==> config.mk <==
export PLATFORM = sky130hd
export DESIGN_NAME = ex_muldiv_unit
export DESIGN_NICKNAME = d
export VERILOG_FILES = /design/src/rtl/md_pkg.sv /design/src/rtl/md_step.sv /design/src/rtl/ex_muldiv_unit.sv
export SDC_FILE = /design/constraint.sdc
export NUM_CORES = 1
export LEC_CHECK = 0
export CORE_ASPECT_RATIO = 0.6
export CORE_UTILIZATION = 40
export CTS_CLUSTER_DIAMETER = 40
export DETAILED_ROUTE_END_ITERATION = 6
export PLACE_DENSITY = 0.7
export SLEW_MARGIN = 15
export SYNTH_ARGS = -nofsm -noshare
export SYNTH_HDL_FRONTEND = slang
export SYNTH_SLANG_ARGS = --single-unit
==> constraint.sdc <==
create_clock -name clk -period 5.3 [get_ports clk]
set_input_delay 1.06 -clock clk [delete_from_list [all_inputs] [get_ports clk]]
set_output_delay 1.06 -clock clk [all_outputs]
set_load 0.05 [all_outputs]
==> src/rtl/md_pkg.sv <==
// Shared types and constants for the EX-stage multiply/divide unit.
package md_pkg;

    localparam logic [31:0] DIV0_QUOT = 32'hFFFF_FFFF;

    typedef enum logic [3:0] {
        MD_NONE  = 4'd0,
        MD_MULT  = 4'd1,
        MD_MULTU = 4'd2,
        MD_DIV   = 4'd3,
        MD_DIVU  = 4'd4,
        MD_MTHI  = 4'd5,
        MD_MTLO  = 4'd6,
        MD_MFHI  = 4'd7,
        MD_MFLO  = 4'd8
    } md_op_e;

    typedef enum logic [1:0] {
        IDLE = 2'd0,
        RUN  = 2'd1,
        FIX  = 2'd2
    } md_state_e;

    function automatic logic is_iterative(input md_op_e op);
        return (op == MD_MULT) || (op == MD_MULTU) || (op == MD_DIV) || (op == MD_DIVU);
    endfunction

endpackage

==> src/rtl/md_step.sv <==
// One radix-2 iteration: shift-add multiply or restoring divide on {acc, qm}.
module md_step #(
    parameter int WIDTH = 32
) (
    input  logic             is_div,
    input  logic [WIDTH-1:0] acc_i,
    input  logic [WIDTH-1:0] qm_i,
    input  logic [WIDTH-1:0] operand_i,
    output logic [WIDTH-1:0] acc_o,
    output logic [WIDTH-1:0] qm_o
);

    logic [WIDTH:0]   sum;
    logic [WIDTH:0]   rem_sh;
    logic [WIDTH-1:0] diff;
    logic             ge;

    // Multiply consumes the multiplier LSB-first and shifts the product in from the top;
    // divide shifts the dividend MSB-first into the partial remainder.
    always_comb begin
        sum    = {1'b0, acc_i} + (qm_i[0] ? {1'b0, operand_i} : '0);
        rem_sh = {acc_i, qm_i[WIDTH-1]};
        diff   = rem_sh[WIDTH-1:0] - operand_i;
        ge     = (rem_sh >= {1'b0, operand_i});
        if (is_div) begin
            acc_o = ge ? diff : rem_sh[WIDTH-1:0];
            qm_o  = {qm_i[WIDTH-2:0], ge};
        end else begin
            acc_o = sum[WIDTH:1];
            qm_o  = {sum[0], qm_i[WIDTH-1:1]};
        end
    end

endmodule

==> src/rtl/ex_muldiv_unit.sv <==
// EX-stage iterative multiply/divide unit with HI/LO, stall generation and MFHI/MFLO read port.
module ex_muldiv_unit
    import md_pkg::*;
#(
    parameter int WIDTH = 32
) (
    input  logic             clk,
    input  logic             rst_n,
    input  logic             ex_valid_i,
    input  logic             flush_i,
    input  logic [3:0]       md_op_i,
    input  logic [WIDTH-1:0] a_i,
    input  logic [WIDTH-1:0] b_i,
    output logic             stall_o,
    output logic             busy_o,
    output logic [WIDTH-1:0] md_rdata_o,
    output logic [WIDTH-1:0] hi_o,
    output logic [WIDTH-1:0] lo_o
);

    localparam int CNT_W = $clog2(WIDTH);

    md_state_e        state_q, state_d;
    md_op_e           op;
    logic             req, accept, signed_op;
    logic [CNT_W-1:0] cnt_q;
    logic [WIDTH-1:0] acc_q, qm_q, opnd_q, hi_q, lo_q;
    logic [WIDTH-1:0] acc_nx, qm_nx;
    logic [WIDTH-1:0] a_abs, b_abs;
    logic             is_div_q, neg_q, rem_neg_q, div0_q;
    logic [2*WIDTH-1:0] prod_fix;
    logic [WIDTH-1:0] quot_fix, rem_fix;

    assign op        = md_op_e'(md_op_i);
    assign req       = ex_valid_i & ~flush_i & (op != MD_NONE);
    assign accept    = req & (state_q == IDLE);
    assign signed_op = (op == MD_MULT) || (op == MD_DIV);
    assign a_abs     = (signed_op && a_i[WIDTH-1]) ? -a_i : a_i;
    assign b_abs     = (signed_op && b_i[WIDTH-1]) ? -b_i : b_i;

    md_step #(.WIDTH(WIDTH)) u_step (
        .is_div    (is_div_q),
        .acc_i     (acc_q),
        .qm_i      (qm_q),
        .operand_i (opnd_q),
        .acc_o     (acc_nx),
        .qm_o      (qm_nx)
    );

    always_ff @(posedge clk or negedge rst_n) begin
        if (!rst_n) state_q <= IDLE;
        else        state_q <= state_d;
    end

    always_comb begin
        state_d = state_q;
        case (state_q)
            IDLE:    if (accept && is_iterative(op)) state_d = RUN;
            RUN:     if (cnt_q == CNT_W'(WIDTH-1)) state_d = FIX;
            FIX:     state_d = IDLE;
            default: state_d = IDLE;
        endcase
    end

    always_comb begin
        busy_o  = (state_q != IDLE);
        stall_o = req & busy_o;
        case (op)
            MD_MFHI: md_rdata_o = hi_q;
            MD_MFLO: md_rdata_o = lo_q;
            default: md_rdata_o = '0;
        endcase
    end

    // A division by zero leaves the remainder equal to |a|, so restoring its sign reproduces a_i.
    always_comb begin
        prod_fix = neg_q ? -{acc_q, qm_q} : {acc_q, qm_q};
        quot_fix = div0_q ? DIV0_QUOT : (neg_q ? -qm_q : qm_q);
        rem_fix  = rem_neg_q ? -acc_q : acc_q;
    end

    always_ff @(posedge clk or negedge rst_n) begin
        if (!rst_n) begin
            cnt_q     <= '0;
            acc_q     <= '0;
            qm_q      <= '0;
            opnd_q    <= '0;
            hi_q      <= '0;
            lo_q      <= '0;
            is_div_q  <= 1'b0;
            neg_q     <= 1'b0;
            rem_neg_q <= 1'b0;
            div0_q    <= 1'b0;
        end else begin
            case (state_q)
                IDLE: begin
                    if (accept && is_iterative(op)) begin
                        cnt_q     <= '0;
                        acc_q     <= '0;
                        qm_q      <= a_abs;
                        opnd_q    <= b_abs;
                        is_div_q  <= (op == MD_DIV) || (op == MD_DIVU);
                        neg_q     <= signed_op & (a_i[WIDTH-1] ^ b_i[WIDTH-1]);
                        rem_neg_q <= signed_op & a_i[WIDTH-1];
                        div0_q    <= (b_i == '0);
                    end else if (accept && op == MD_MTHI) begin
                        hi_q <= a_i;
                    end else if (accept && op == MD_MTLO) begin
                        lo_q <= a_i;
                    end
                end
                RUN: begin
                    acc_q <= acc_nx;
                    qm_q  <= qm_nx;
                    cnt_q <= cnt_q + 1'b1;
                end
                FIX: begin
                    if (is_div_q) begin
                        hi_q <= rem_fix;
                        lo_q <= quot_fix;
                    end else begin
                        hi_q <= prod_fix[2*WIDTH-1:WIDTH];
                        lo_q <= prod_fix[WIDTH-1:0];
                    end
                end
                default: ;
            endcase
        end
    end

    assign hi_o = hi_q;
    assign lo_o = lo_q;

endmodule

==> metrics.md, run 1 <==
| Metric | Value |
|---|---|
| PortBufs | 169 |
| TNS Setup | 0 ps |
| Antenna violation net count after detailed routing | 0 |
| Hold buffer count at CTS | 0 |
| CP dominant cell by count | clkdlybuf4s50_1 |
| Starting density of the core | 0.413 |
| Failing checks | DRC |
| Layout area overhead | 17.9% |
| Gr ovfl total | 0 |
| Pre-CTS setup slack | 869 ps |
| Setup bufs post-CTS | 0 |
| Fin crit share | 0.836 |
| Vias in the first global route | 14000 |
| Layout Utilization | 0.487 |
| Final WL | 53.8 mm |
| Vias per cell | 6.23 |
| R2r setup slk | 1040 ps |
| Top cell type's share of synthesized area | 0.291 |
| Starting DRT DRC Count | 2263 |
| Wire length per cell | 22.0 µm |
| Chip width | 249 µm |
| Yosys cell types | 78 |
| Net Sw Frac | 0.529 |
| Slew HR | 0.251 |
| Die ar. | 0.0375 mm² |
| Hpwl dp | 41.1 mm |
| Syn Area/Cell | 7.85 µm² |
| Num Clock Sinks | 171 |
| EDFF count, synth | 0 |
| Status | complete, but fails checks |
| Clock skew | 17.0 ps |
| Largest net degree at the start of global routing | 86 |
| Final Wtd Congestion | 0.985 |
| Synthesized cell area | 0.0147 mm² |
| CP Class | in -> out |
| Syn nets | 2017 |
| Synthesis Warnings | 0 |
| Core area | 0.0356 mm² |
| Power per cell area | 676 mW/mm² |
| Clk Latency, worst-skew pair | 480 ps |
| Non-Filler Instances | 2448 |
| Final Hold Viols | 0 |
| Setup ws final | 871 ps |
| Seq cells post-synth | 171 |
| Die height | 150 µm |
| Crit path capture type | primary output |
| Worst-path clk slew | 70 ps |
| Crit-path max cell delay | 810 ps |
| Worst endpoint required time | 4240 ps |
| Power share of the clock group | 0.113 |
| Worst hold-check slack | 484 ps |
| Max Fclk | 226 MHz |
| Initial antenna violation count | 0 |
| Cell taking the most area after synthesis | dfrtp_1 |
| Final min period | 4430 ps |
| Layout cells sized above 1 | 0.0575 |
| P_int | 5.52 mW |
| CTS max path bufs | 2 |
| DR DRC count | 1 |
| DR pass1 iterations | 7 |
| Max Cap Viol | 0 |
| Slowest cell on the critical path | clkdlybuf4s50_1 |
| Slew at the pin closest to its max-slew limit | 1120 ps |
| Register area share after synthesis | 0.291 |
| Reg power frac | 0.230 |
| Leak | 6.95 nW |
| Dpl cells | 2416 |
| Crit path max fanout | 32 |
| Crit start category | primary input |
| H-tree levels | 4 |
| GRT Overall Usage | 0.286 |
| Num rows | 53 |
| Worst path cell trace | clkdlybuf4s50_1, nor2_1, and3_1, buf_4, a22o_1, clkdlybuf4s50_1 |
| ANT cells | 0 |
| Top delay family on crit path | buffers and inverters |
| CTS tree | yes |
| Net Sw Power | 6.20 mW |
| Max-slew violation count | 0 |
| RSZ-0062 raised after global routing | no |
| Inserted Clock Buffers | 17 |
| Nets | 2112 |
| Setup violators final | 0 |
| First-pass GRT wire length | 82.8 mm |
| Worst min-delay path class | reg -> reg |
| Top cells by area, synth | dfrtp_1 (29%), xnor2_1 (6.9%), o21ai_0 (6.3%) |
| Top FF cell, synth | dfrtp_1 |
| Post-Synthesis Cells | 1873 |
| VDD IR-drop max | 0.000384 V |
| DR vias | 15200 |
| Fraction of registers with async set/reset | 1.00 |
| Combinational share of power | 0.656 |
| CTS root buffer | clkbuf_16 |
| I/O pins | 170 |
| WP data arrival | 3370 ps |
| Buffer and inverter count on the worst path | 3 |
| Cts repair resizes | 0 |
==> layout by cell type, fill, tap and decap left out, types with 17 or more instances in the layout <==
master and n:
a211oi_1 36, a21o_1 26, a21oi_1 156, a22o_1 34
a31oi_1 19, and3_1 26, buf_4 47, clkbuf_16 17
clkdlybuf4s50_1 154, dfrtp_1 170, ha_1 70, inv_1 63
mux2i_1 40, nand2_1 196, nand2b_1 28, nand3_1 25
nor2_1 149, nor3_1 37, nor4_1 24, o21ai_0 185
o22ai_1 43, o31ai_1 24, or3_1 17, xnor2_1 115
xor2_1 55
==> layer usage <==
layer  up-vias  global-route usage  routed length [µm]
li1       7033                   -                   -
met1      7318               0.441               25800
met2       808               0.387               21100
met3        81              0.0738                5970
met4         0              0.0691                 953
met5         -                   0                   0
==> Yosys cell counts (28+ instances only) <==
cell type  number
a211oi_1       36
nor3_1         37
nand2b_1       28
xnor2_1       115
ha_1           70
o21ai_0       185
o22ai_1        43
xor2_1         55
dfrtp_1       171
clkbuf_1      105
a21oi_1       156
nor2_1        150
nand2_1       196
a22o_1         34
mux2i_1        40
inv_1          63
==> worst register-to-register path: cells and delay by family (launching register included) <==
kind            cells  cell delay [ps]
compound gates      9             2740
fa+ha+maj           1              320
buf+inv             2              490
flops               1              460
simple gates        1              130
==> registers in the layout, indices dropped and copies added (netlist names) <==
register and count:
rem_neg_q 1, cnt_q 5, lo_o 32, is_div_q 1, hi_o 32, neg_q 1, state_q 2, acc_q 32
div0_q 1, opnd_q 32, qm_q 32
==> cell families after synthesis <==
group                      after synthesis  share of synthesized area
AOI/OAI and AO/OA                      652                      0.280
xor gates and xnor gates               170                      0.101
adders and majority gates               72                     0.0623
buffers and inverters                  189                     0.0505
DFF                                    171                      0.291
muxes                                   43                     0.0295
and+or+nand+nor                        576                      0.186
==> final timing paths <==
path | startpoint | endpoint | depth (start not counted)
min reg2reg | opnd_q[8] | opnd_q[8] | 2
max | md_op_i[1] | md_rdata_o[23] | 6
min in group asynchronous | rst_n | opnd_q[6] | 1
min | opnd_q[8] | opnd_q[8] | 2
max reg2reg | qm_q[0] | acc_q[31] | 13
max in group asynchronous | rst_n | is_div_q | 2
==> cell type report <==
cell class | instances | area (µm²)
Fill cell | 3424 | 18300
Sequential cell | 171 | 4280
Tap cell | 467 | 584
Multi-Input combinational cell | 1513 | 9720
Clock inverter | 15 | 173
Inverter | 63 | 236
Timing Repair Buffer | 202 | 1910
Clock buffer | 17 | 425
==> stage by stage <==
stage	instance area [µm²]	total power, mW
after global placement	16700	10.1
after global routing	17300	12.5
after detailed placement	16700	10.2
after floorplan	14700	7.94
after CTS	17300	11.5
final	17300	11.7
==> power groups by stage <==
stage                     registers [mW]  logic (mW)  clock network (mW)
final                               2.70        7.69                1.33
after global routing                2.76        8.40                1.39
after CTS                           2.66        7.53                1.34
after detailed placement            2.68        7.49                   0
after global placement              2.66        7.41                   0
after floorplan                     2.75        5.19                   0
Note: power is estimated with default switching activity, not from simulation.
==> inputs of run 2 (changes only) <==
Settings changed: PLACE_DENSITY 0.7 to 0.73.
Clock period 5.3 ns to 3.9 ns, I/O delays scaled along.
==> run 2 against run 1 <==
  * The run now ends clean
  * Routed wire length increased by 3.6%
  * Combinational power increased by 44%
  * First-iteration DRC count decreased by 11%
  * Critical path type is now reg -> reg
  * Cell count increased by 1.9%
==> metrics.md, run 2 (synthesis gave the netlist of run 1 again) <==
| Metric | Value |
|---|---|
| Status | finished, final reports clean |
| Slew HR | 0.287 (+0.0361) |
| Most frequent cells in the layout | nand2_1 (196), o21ai_0 (185), dfrtp_1 (169), a21oi_1 (155), nor2_1 (149) |
| DR DRC count | 0 (-1) |
| Final min period | 3770 ps |
| Final WL | 55.7 mm (+3.6%) |
| WP data arrival | 4110 ps (+740 ps) |
| Clock skew | 11.7 ps (-5.30 ps) |
| DR pass1 iterations | 7 (unchanged) |
| Worst path cell trace | inv_1, ha_1, inv_1, fa_1, a211oi_2, o21ai_0, a21oi_2, o21ai_0, a221oi_1, buf_4, o311ai_1, a31oi_1, xor2_1, o211ai_1 |
| First-pass GRT wire length | 84.7 mm (+2.2%) |
| Num rows | 53 (unchanged) |
| Power per cell area | 909 mW/mm² (+34%) |
| Worst endpoint required time | 4240 ps (about the same) |
| VDD IR-drop max | 0.000550 V (+43%) |
| Starting density of the core | 0.413 (unchanged) |
| CTS max path bufs | 2 (unchanged) |
| Wire length per cell | 22.3 µm (+1.6%) |
| Crit-path max cell delay | 470 ps (-340 ps) |
| GRT met3 Usage | 0.0902 (+0.0164) |
| Final Wtd Congestion | 0.994 (+0.83%) |
| I/O pins | 170 (unchanged) |
| Layout Utilization | 0.508 (+0.0217) |
| Crit path capture type | register |
| Layout cells sized above 1 | 0.0908 (+0.0332) |
| Setup violators final | 0 (unchanged) |
| Chip width | 249 µm (unchanged) |
| PortBufs | 169 (unchanged) |
| Buffer and inverter count on the worst path | 3 (unchanged) |
| Worst min-delay path class | in -> async |
| Worst-path clk slew | 70 ps (about the same) |
| Vias per cell | 6.30 (+1.2%) |
| Final Hold Viols | 0 (unchanged) |
| CTS root buffer | clkbuf_16 |
| Crit path max fanout | 3 (-91%) |
| Max Cap Viol | 0 (unchanged) |
| Starting DRT DRC Count | 2005 (-11%) |
| Crit start category | register |
| GRT Overall Usage | 0.293 (+0.00720) |
| GR peak layer | met1 |
| Fin crit share | 0.966 |
| CP Class | reg -> reg |
| DR vias | 15700 (+3.2%) |
| Nets | 2158 (+2.2%) |
| Slew at the pin closest to its max-slew limit | 1070 ps (-57.0 ps) |
| Leak | 7.30 nW (+4.9%) |
| Initial antenna violation count | 1 (+1) |
| Num Clock Sinks | 171 (unchanged) |
| Slowest cell on the critical path | fa_1 |
| Max-slew violation count | 0 (unchanged) |
| CTS tree | yes |
| Most common cell after layout, fill and taps aside | nand2_1 |
| Layout area overhead | 23.1% |
| Inserted Clock Buffers | 17 (unchanged) |
| Top delay family on crit path | compound AO/OA/AOI/OAI gates |
| Pwr Total | 16.4 mW (+40%) |
| Largest net degree at the start of global routing | 72 (-16%) |
| Vias in the first global route | 14200 (+1.7%) |
| H-tree levels | 4 (unchanged) |
| M1 GR Usage | 0.436 (-0.00444) |
| Max Fclk | 265 MHz |
| Antenna violation net count after detailed routing | 0 (unchanged) |
| Die height | 150 µm (unchanged) |
| Clk Latency, worst-skew pair | 470 ps (about the same) |
| Gr ovfl total | 0 (unchanged) |
| Met2 Use GR | 0.404 (+0.0173) |
| Hpwl dp | 42.7 mm (+3.8%) |
| Die ar. | 0.0375 mm² (unchanged) |
| Core area | 0.0356 mm² (unchanged) |
==> run 2: timing repair <==
action,CTS,global route
setup endpoints to repair,1,7
buffers inserted,0,2
hold buffers,0,0
resized for setup,1,9
gates cloned,0,1
==> run 2: cell type report <==
type                            instances  area [µm²]
Antenna cell                            1        2.50
Clock buffer                           17         425
Clock inverter                         15         158
Fill cell                            3317       17500
Inverter                               63         240
Multi-Input combinational cell       1513        9750
Sequential cell                       171        4280
Tap cell                              467         584
Timing Repair Buffer                  247        2650
Timing Repair inverter                  1        7.51
==> run 2: final timing paths <==
path | from | slack (ps) | cells after the start | to
worst max-delay path | qm_q[31] | 130 | 14 | acc_q[28]
worst min-delay path | rst_n | 260 | 1 | opnd_q[8]
worst max register to register | qm_q[31] | 130 | 14 | acc_q[28]
worst min register to register | opnd_q[9] | 480 | 2 | opnd_q[9]
max in group asynchronous | rst_n | 2760 | 2 | opnd_q[31]
min in group clk | opnd_q[9] | 480 | 2 | opnd_q[9]
==> run 2: power breakdown <==
part	switching [mW]	internal (mW)	leakage (nW)
registers	1.02	2.50	2.05
clock network	0.875	0.901	0.272
logic	6.70	4.45	4.97
total	8.60	7.85	7.30
==> run 2: stage by stage <==
step | hold slack (ps) | worst slack, ps | area [µm²] | TNS [ps] | instances
after floorplan | 450 | 637 | 14700 | 0 | 1873
after global placement | 470 | 45.2 | 17500 | 0 | 2459
after detailed placement | 471 | 12.1 | 17500 | 0 | 2459
after CTS | 289 | 59.4 | 18000 | 0 | 2491
after global routing | 307 | -2.97 | 18100 | -2.97 | 2495
final | 259 | 133 | 18100 | 0 | 2495
==> run 2: routing by layer <==
layer / part of all wire / wire length [µm]
met1: 0.46 / 25400
met2: 0.40 / 22300
met3: 0.13 / 6970
met4: 0.018 / 1020
met5: 0.0012 / 69
==> inputs of run 3 (changes only) <==
Settings changed: REMOVE_ABC_BUFFERS set to 1.
==> run 3 against run 2 <==
  * Register-to-register slack better by 90 ps
  * Combinational power barely moved
  * Critical path depth is 1 lower
  * Sequential power is 3% lower
  * Hold slack better by 31 ps
  * Sequential share of layout area shrank 0.24 points
  * Cell area grew 1.0%
  * Via count down 1.1%
  * Clock-buffer cell count rose by 1
  * Non-clock buffer count grew 23
  * Clock skew about the same
  * Flip-flop and latch count did not move
==> metrics.md, run 3 (synthesis gave the netlist of run 1 again) <==
| Metric | Value |
|---|---|
| Setup violators final | 0 (unchanged) |
| Starting density of the core | 0.413 (unchanged) |
| Worst endpoint required time | 4260 ps (+20 ps) |
| Die ar. | 0.0375 mm² (unchanged) |
| H-tree levels | 4 (unchanged) |
| Chip width | 249 µm (unchanged) |
| Setup bufs post-CTS | 0 (unchanged) |
| P_int | 8.22 mW (+4.8%) |
| Status | finished, final reports clean |
| Crit path capture type | register |
| Final Wtd Congestion | 1.04 (+4.7%) |
| Most common cell after layout, fill and taps aside | nand2_1 |
| Crit start category | register |
| Combinational share of power | 0.681 (+0.003) |
| Crit path max fanout | 20 (+17) |
| Cts repair resizes | 0 (-1) |
| Clk Latency, worst-skew pair | 480 ps (about the same) |
| Power share of the clock group | 0.114 (+0.006) |
| Power per cell area | 913 mW/mm² (+0.52%) |
| CTS root buffer | clkbuf_16 |
| Final instance area | 0.0183 mm² (+1.0%) |
| Reg power frac | 0.205 (-0.009) |
| CTS tree | yes |
| Buffer and inverter count on the worst path | 3 (unchanged) |
| Slew at the pin closest to its max-slew limit | 934 ps (-133 ps) |
| Clock skew | 11.4 ps (-0.222 ps) |
| Antenna violation net count after detailed routing | 0 (unchanged) |
| Vias in the first global route | 14200 (-0.25%) |
| Worst min-delay path class | in -> async |
| Initial antenna violation count | 1 (unchanged) |
| Final Hold Viols | 0 (unchanged) |
| Vias per cell | 6.18 (-1.9%) |
| Top delay family on crit path | compound AO/OA/AOI/OAI gates |
| Non-Filler Instances | 2517 (+0.88%) |
| CTS max path bufs | 2 (unchanged) |
| Die height | 150 µm (unchanged) |
| Crit-path max cell delay | 430 ps (-40 ps) |
| DR vias | 15600 (-1.1%) |
| DR DRC count | 0 (unchanged) |
| Largest net degree at the start of global routing | 62 (-14%) |
| Starting DRT DRC Count | 1901 (-5.2%) |
| DR pass1 iterations | 7 (unchanged) |
| Layout area overhead | 24.4% |
| Worst-path clk slew | 70 ps (about the same) |
| Slew HR | 0.370 (+0.0826) |
| Num rows | 53 (unchanged) |
| Gr ovfl total | 0 (unchanged) |
| Inserted Clock Buffers | 17 (unchanged) |
| Dpl cells | 2484 (+1.0%) |
| Nets | 2180 (+1.0%) |
| Worst path cell trace | inv_1, buf_12, buf_4, nor2_1, ha_1, a21oi_1, o21ai_0, nor2_1, o2bb2ai_1, a21oi_1, a221oi_1, o2111a_1, o32a_1 |
| Most frequent cells in the layout | nand2_1 (196), o21ai_0 (185), dfrtp_1 (170), a21oi_1 (156), nor2_1 (149) |
| PortBufs | 169 (unchanged) |
| Max Cap Viol | 0 (unchanged) |
| First-pass GRT wire length | 82.1 mm (-3.0%) |
| Wire length per cell | 20.9 µm (-6.3%) |
| Net Sw Power | 8.47 mW (-1.4%) |
| Leak | 7.44 nW (+1.9%) |
| Worst hold-check slack | 290 ps (+30.6 ps) |
| Fin crit share | 0.943 (-0.0226) |
| Final min period | 3680 ps (-88.0 ps) |
| I/O pins | 170 (unchanged) |
| Net Sw Frac | 0.508 (-0.0153) |
| CP Class | reg -> reg |
| Layout cells sized above 1 | 0.0971 (+0.00635) |
| Max Fclk | 272 MHz (+2.4%) |
| Num Clock Sinks | 171 (unchanged) |
| Final WL | 52.7 mm (-5.4%) |
| Max-slew violation count | 0 (unchanged) |
| Placed cell areas | 0.0177 mm² (+1.1%) |
| RSZ-0062 raised after global routing | no |
| Hold buffer count at CTS | 0 (unchanged) |
| Core area | 0.0356 mm² (unchanged) |
| VDD IR-drop max | 0.000542 V (-1.5%) |
| GRT Overall Usage | 0.280 (-0.0130) |
| Hpwl dp | 40.9 mm (-4.2%) |
| WP data arrival | 4040 ps (-70 ps) |
| Slowest cell on the critical path | o21ai_0 |
run 3: final timing paths:
check / startpoint / endpoint / slack [ps] / depth (start not counted)
worst max-delay path: qm_q[0] / acc_q[30] / 220 / 13
worst min-delay path: rst_n / lo_o[28] / 290 / 1
worst max register to register: qm_q[0] / acc_q[30] / 220 / 13
worst min register to register: opnd_q[4] / opnd_q[4] / 480 / 2
max in group asynchronous: rst_n / is_div_q / 2760 / 2
min in group clk: opnd_q[4] / opnd_q[4] / 480 / 2
run 3: layout make-up:
type,instances,area [µm²]
Antenna cell,1,2.50
Clock inverter,14,194
Sequential cell,171,4280
Fill cell,3351,17300
Timing Repair Buffer,270,2830
Inverter,63,236
Multi-Input combinational cell,1513,9720
Tap cell,467,584
Clock buffer,18,429
run 3: per-stage QoR:
stage	setup WS, ps	TNS (ps)	total power, mW	utilization
5_1_grt	84.8	0	17.7	0.513
3_5_place_dp	367	0	14.4	0.496
4_1_cts	369	0	16.4	0.513
6_report	221	0	16.7	0.513
3_3_place_gp	469	0	14.2	0.496
2_1_floorplan	-300	-18460	10.6	-
run 3: power by group through the flow:
stage	sequential (mW)	combinational [mW]	clock (mW)
2_1_floorplan	3.91	6.72	0
3_3_place_gp	3.38	10.8	0
3_5_place_dp	3.42	11.0	0
4_1_cts	3.39	11.1	1.91
5_1_grt	3.51	12.2	1.99
6_report	3.42	11.4	1.90
run 3: routing by layer:
| layer | routed length (µm) | track usage |
|---|---|---|
| met1 | 25000 | 0.430 |
| met2 | 20900 | 0.387 |
| met3 | 6070 | 0.0692 |
| met4 | 687 | 0.0617 |
| met5 | 0 | 0 |
